$ cat src/rtl/pwm_pkg.sv
// Shared defaults and duty saturation helper for the multi-channel PWM generator.
// Pure declarations: no latency, no flow control.
// Used by pwm_multi_ch_generator (optional PWM_CENTER_ALIGNED_EN lives in the top).
package pwm_pkg;

    localparam int PWM_PERIOD_DEF  = 10;
    localparam int PWM_CNT_W_DEF   = 8;
    localparam int PWM_DEB_CYC_DEF = 4;

    // 32-bit operands with a 33-bit sum cover any CNT_W up to 32 without wrap.
    function automatic logic [31:0] sat_add_sub(
        input logic [31:0] duty,
        input logic        inc,
        input logic        dec,
        input logic [31:0] step,
        input logic [31:0] max
    );
        logic [32:0] sum;
        logic [31:0] res;
        sum = {1'b0, duty} + {1'b0, step};
        res = duty;
        if (inc && !dec) begin
            res = (sum > {1'b0, max}) ? max : sum[31:0];
        end else if (dec && !inc) begin
            res = (duty >= step) ? duty - step : '0;
        end
        return res;
    endfunction

endpackage

$ cat src/rtl/btn_debounce.sv
// Button conditioner: 2-FF synchroniser, stability counter, rising-edge press pulse.
// Latency: 2+DEB_CYC cycles from raw press to one-cycle press pulse.
// Backpressure: none; a held button yields exactly one pulse.
module btn_debounce #(
    parameter int DEB_CYC = 4
) (
    input  logic clk,
    input  logic rst_n,
    input  logic btn,
    output logic press
);

    localparam int CW = $clog2(DEB_CYC) + 1;

    logic          sync_q1;
    logic          sync_q2;
    logic          level;
    logic [CW-1:0] stab_cnt;

    always_ff @(posedge clk or negedge rst_n) begin
        if (!rst_n) begin
            sync_q1  <= 1'b0;
            sync_q2  <= 1'b0;
            level    <= 1'b0;
            stab_cnt <= '0;
            press    <= 1'b0;
        end else begin
            sync_q1 <= btn;
            sync_q2 <= sync_q1;
            press   <= 1'b0;
            // stab_cnt counts consecutive samples that disagree with the accepted level
            if (sync_q2 == level) begin
                stab_cnt <= '0;
            end else if (stab_cnt == CW'(DEB_CYC - 1)) begin
                level    <= sync_q2;
                stab_cnt <= '0;
                press    <= sync_q2;
            end else begin
                stab_cnt <= stab_cnt + CW'(1);
            end
        end
    end

endmodule

$ cat src/rtl/pwm_multi_ch_generator.sv
// NUM_CH button-controlled PWM channels sharing one period counter; PWM_CENTER_ALIGNED_EN selects triangle counting.
// Latency: pwm_out registered one cycle after cnt; duty changes take effect at the next cnt==0.
// Backpressure: none; free-running outputs, buttons are sampled asynchronously.
module pwm_multi_ch_generator
    import pwm_pkg::*;
#(
    parameter int NUM_CH   = 2,
    parameter int CNT_W    = PWM_CNT_W_DEF,
    parameter int PERIOD   = PWM_PERIOD_DEF,
    parameter int STEP     = 1,
    parameter int DUTY_RST = 5,
    parameter int DEB_CYC  = PWM_DEB_CYC_DEF
) (
    input  logic                    clk,
    input  logic                    rst_n,
    input  logic [NUM_CH-1:0]       inc_btn,
    input  logic [NUM_CH-1:0]       dec_btn,
    output logic [NUM_CH-1:0]       pwm_out,
    output logic [NUM_CH*CNT_W-1:0] duty,
    output logic                    period_start
);

    logic [CNT_W-1:0] cnt;
    logic [CNT_W-1:0] cnt_nxt;

`ifdef PWM_CENTER_ALIGNED_EN
    logic up;
    logic up_nxt;

    always_comb begin
        cnt_nxt = cnt;
        up_nxt  = up;
        if (up) begin
            if (cnt == CNT_W'(PERIOD)) begin
                cnt_nxt = cnt - CNT_W'(1);
                up_nxt  = 1'b0;
            end else begin
                cnt_nxt = cnt + CNT_W'(1);
            end
        end else begin
            cnt_nxt = cnt - CNT_W'(1);
        end
        if (cnt_nxt == '0) begin
            up_nxt = 1'b1;
        end
    end

    always_ff @(posedge clk or negedge rst_n) begin
        if (!rst_n) begin
            up <= 1'b1;
        end else begin
            up <= up_nxt;
        end
    end
`else
    always_comb begin
        cnt_nxt = (cnt == CNT_W'(PERIOD - 1)) ? '0 : cnt + CNT_W'(1);
    end
`endif

    always_ff @(posedge clk or negedge rst_n) begin
        if (!rst_n) begin
            cnt          <= '0;
            period_start <= 1'b0;
        end else begin
            cnt          <= cnt_nxt;
            period_start <= (cnt_nxt == '0);
        end
    end

    for (genvar i = 0; i < NUM_CH; i++) begin : g_ch
        logic             inc_p;
        logic             dec_p;
        logic             hi;
        logic             pwm_q;
        logic [CNT_W-1:0] shadow;
        logic [CNT_W-1:0] active;

        btn_debounce #(.DEB_CYC(DEB_CYC)) u_inc (
            .clk   (clk),
            .rst_n (rst_n),
            .btn   (inc_btn[i]),
            .press (inc_p)
        );

        btn_debounce #(.DEB_CYC(DEB_CYC)) u_dec (
            .clk   (clk),
            .rst_n (rst_n),
            .btn   (dec_btn[i]),
            .press (dec_p)
        );

`ifdef PWM_CENTER_ALIGNED_EN
        // cnt==duty counted once (up-slope) so the pulse is exactly 2*duty wide
        assign hi = (cnt < active) || (up && (cnt == active) && (active != '0));
`else
        assign hi = (cnt < active);
`endif

        always_ff @(posedge clk or negedge rst_n) begin
            if (!rst_n) begin
                shadow <= CNT_W'(DUTY_RST);
                active <= CNT_W'(DUTY_RST);
                pwm_q  <= 1'b0;
            end else begin
                shadow <= CNT_W'(sat_add_sub(32'(shadow), inc_p, dec_p, 32'(STEP), 32'(PERIOD)));
                if (cnt_nxt == '0) begin
                    active <= shadow;
                end
                pwm_q <= hi;
            end
        end

        assign pwm_out[i]                = pwm_q;
        assign duty[i*CNT_W +: CNT_W]    = active;
    end

endmodule

$ cat config.mk
export PLATFORM = sky130hd
export DESIGN_NAME = pwm_multi_ch_generator
export DESIGN_NICKNAME = d
export VERILOG_FILES = /design/src/rtl/pwm_pkg.sv /design/src/rtl/btn_debounce.sv /design/src/rtl/pwm_multi_ch_generator.sv
export SDC_FILE = /design/constraint.sdc
export NUM_CORES = 1
export LEC_CHECK = 0
export BUFFER_PORTS_ARGS = -buffer_cell sky130_fd_sc_hd__buf_2
export CAP_MARGIN = 20
export CELL_PAD_IN_SITES_DETAIL_PLACEMENT = 1
export CELL_PAD_IN_SITES_GLOBAL_PLACEMENT = 2
export CORE_MARGIN = 5
export CORE_UTILIZATION = 36
export CTS_CLUSTER_DIAMETER = 50
export DETAILED_ROUTE_END_ITERATION = 10
export PLACE_DENSITY_LB_ADDON = 0.1
export SKIP_LAST_GASP = 1
export SLEW_MARGIN = 5
export SYNTH_ARGS = -nofsm -noshare
export SYNTH_HDL_FRONTEND = slang
export SYNTH_SLANG_ARGS = --single-unit
$ cat constraint.sdc
create_clock -name clk -period 2.7 [get_ports clk]
set_input_delay 0.54 -clock clk [delete_from_list [all_inputs] [get_ports clk]]
set_output_delay 0.54 -clock clk [all_outputs]
set_load 0.05 [all_outputs]
==> results by group <==
Clock tree
  • CTS tree: yes
  • Postcts setup bufs: 0
  • Root buf cell: clkbuf_8
  • H-tree Lvls: 3
  • Hold buffer count at cts: 0
  • Clock Path Buffers: 2
  • Num Clock Sinks: 71
  • Clock slew seen by the registers of the worst setup and hold paths: 0.09 ns
  • Post-CTS sizing: 0
  • Clock Latency Late Sink: 0.35 ns
  • Num CTS Buffers: 9

Pwr
  • Pwr/cell area: 1039 nW/um^2
  • Peak supply drop: 466.1 uV
  • Leak: 1.922 nW
  • Overall power: 4.411 mW

Worst setup path
  • Kind of critical path: reg -> reg
  • Slowest cell on crit path: dfstp_2
  • Crit Path Max Fanout: 7
  • Required @ worst endpoint: 2.94 ns
  • Crit path cell chain: inv_1 -> ha_1 -> nand2b_1 -> a311oi_1 -> o32ai_1 -> a211oi_1 -> nor3b_1 -> a211o_1
  • Crit end category: flip-flop
  • Worst path max stage delay: 0.60 ns
  • CP arrival: 2.73 ns
  • Critical Path Source Type: flip-flop

STA
  • Final Hold Vio Count: 0
  • Final Max Slew Viols: 0
  • Final period demand of the worst path: 2.488 ns
  • F_max: 0.4020 GHz
  • Slew margin rel.: 40.38%
  • Period utilisation layout: 92.13%
  • Final setup vio count: 0
  • Clock Skews: 0.005313 ns
  • RSZ-0062 raised after global routing: false
  • Least-Margin Pin Slew: 0.8942 ns
  • Post-route setup TNS: 0 ns

Synthesis
  • Area leader, netlist: dfrtp_1
  • Sequential share of the synthesized area: 47.02%
  • Cell variety after synth: 59
  • Post-synth top area share: 41.49%
  • Flop and latch count out of synthesis: 71
  • Cells after synthesis: 362
  • Synth async-reset ratio: 100.0%
  • Commonest cells in the netlist: dfrtp_1 (63), nor2_1 (33), ha_1 (28), inv_1 (28), nand2_1 (16)
  • Yosys warns: 0
  • Synth Area per Inst: 10.50 sq um
  • Syn nets: 396
  • Post-synth EDFFs: 0
  • Most numerous cell in the Yosys netlist: dfrtp_1
  • Most used DFF post-synth: dfrtp_1
  • Synth area leaders: dfrtp_1 (41%), ha_1 (9.2%), dfstp_2 (5.5%)
  • Cell Area, Synth: 3800 sq um

Die
  • Die height: 112.7 um
  • DIE WIDTH: 112.7 um
  • IO Count: 25
  • Starting Density: 36.81%
  • Die area: 12710 sq um
  • Core Region: 10320 sq um
  • FP Rows: 37

Global routing
  • Vias in the first global route: 2853
  • Met1 usage: 18.38%
  • Met3 Resource Use GR: 3.316%
  • Pin count of the biggest net entering global routing: 72
  • First-pass GRT wire length: 14190 um
  • Met2 Usage GRT: 21.80%
  • Grt ovf: 0
  • Total track usage: 13.81%
  • Initial antenna violation count: 0
  • Most used routing layer: met2

Worst hold path
  • HP Class: in -> reg

Placement
  • Input/output buffers: 24
  • Global placement routability congestion: 0.7642
  • Final HPWL DP: 5808 um
  • Placed Area: 4053 sq um

Run
  • Max_cap viols: 0

Drt
  • Routed wire per std cell: 15.25 um
  • Pre-antenna DRT Iters: 4
  • Via count: 2698
  • Post-DRT Antenna Nets: 0
  • Via-per-instance ratio: 5.129
  • Total Wirelength: 8021 um
  • # DRC: 0
  • Starting DRT DRC Count: 59

Cells and area
  • Final nets: 419
  • Area grow syn2layout: 11.72%
  • Fin area: 4245 sq um
  • Fin util: 41.12%
  • # diodes: 0
  • Share of layout cells above drive strength 1: 19.49%

Status
  • Outcome: complete, no violations
-- report_power, final --
part | switching [mW] | internal [mW] | total [mW]
logic | 1.15 | 0.705 | 1.85
registers | 0.308 | 1.40 | 1.71
clock network | 0.482 | 0.366 | 0.848
-- cell type report --
class	count	area [sq um]
flip-flops and latches	71	1787
fillers	1158	6078
repair buffers	30	167.7
clock buffers	9	123.9
multi-input cells	245	1823
clock inverters	7	68.82
inverters	28	105.1
well taps	136	170.2
-- critical path: cells and delay by family (launching register included) --
family	cells	cell delay, ns
AO/OA/AOI/OAI	4	1.13
AND/OR/NAND/NOR	2	0.25
adder cells (fa/ha/maj)	1	0.35
buffers and inverters	1	0.06
flip-flops	1	0.60
-- per-layer routing --
layer  wire length, um  vias up
li1                  -     1331
met1              4042     1322
met2              3592       31
met3               240       14
met4               146        0
met5                 0        -
-- through the flow --
step	setup slack [ns]	hold slack (ns)	cells
6_report	0.2124	0.2877	526
5_1_grt	0.006529	0.2513	526
2_1_floorplan	0.2031	0.2444	362
3_5_place_dp	0.2282	0.3379	510
3_3_place_gp	0.3355	0.3335	510
4_1_cts	0.2075	0.2596	526
-- placed cells by master (no fill, tap or decap), drive strengths merged, types with 3 or more instances in the layout --
cell,n
dfrtp,63
xnor2,13
nand2,16
and3,6
and3b,4
a211oi,4
buf,30
o21ai,13
nor2b,9
mux2,17
nand2b,4
dfstp,8
nor4,4
nand3,7
ha,28
xor2,4
a21oi,13
o22ai,3
clkbuf,9
nor3,15
o41ai,4
inv,35
mux2i,4
nor3b,9
nor2,33
-- path summary, 6_finish.rpt --
kind / startpoint / slack (ns) / endpoint / cells past startpoint
setup / recovery: g_ch[1].shadow[0] / 0.21 / g_ch[1].shadow[3] / 8
hold / removal: inc_btn[0] / 0.29 / g_ch[0].u_inc.sync_q1 / 1
setup reg to reg: g_ch[1].shadow[0] / 0.21 / g_ch[1].shadow[3] / 8
hold reg to reg: g_ch[0].u_inc.sync_q1 / 0.36 / g_ch[0].u_inc.sync_q2 / 0
max in group asynchronous: rst_n / 1.81 / g_ch[0].u_dec.sync_q2 / 1
min in group asynchronous: rst_n / 0.31 / g_ch[1].shadow[3] / 1
-- state kept, by name (all words and copies together), names as in the netlist --
register,count
g_ch.u_inc.press,2
g_ch.u_dec.sync_q1,2
g_ch.active,16
g_ch.u_inc.stab_cnt,6
g_ch.pwm_q,2
period_start,1
g_ch.u_dec.level,2
g_ch.u_dec.press,2
g_ch.u_dec.sync_q2,2
cnt,8
g_ch.u_dec.stab_cnt,6
g_ch.u_inc.level,2
g_ch.u_inc.sync_q1,2
g_ch.shadow,16
g_ch.u_inc.sync_q2,2
-- logic make-up (layout without fill, tap and decap cells) --
group	after synthesis	after routing	synth area share, %
AO/OA/AOI/OAI	59	59	11.10
XOR/XNOR	17	17	3.918
adder cells (fa/ha/maj)	28	28	9.220
buffers and inverters	46	74	5.005
flip-flops	71	71	47.02
multiplexers	21	21	6.684
AND/OR/NAND/NOR	120	120	17.06
(Power assumes the default switching activity.)
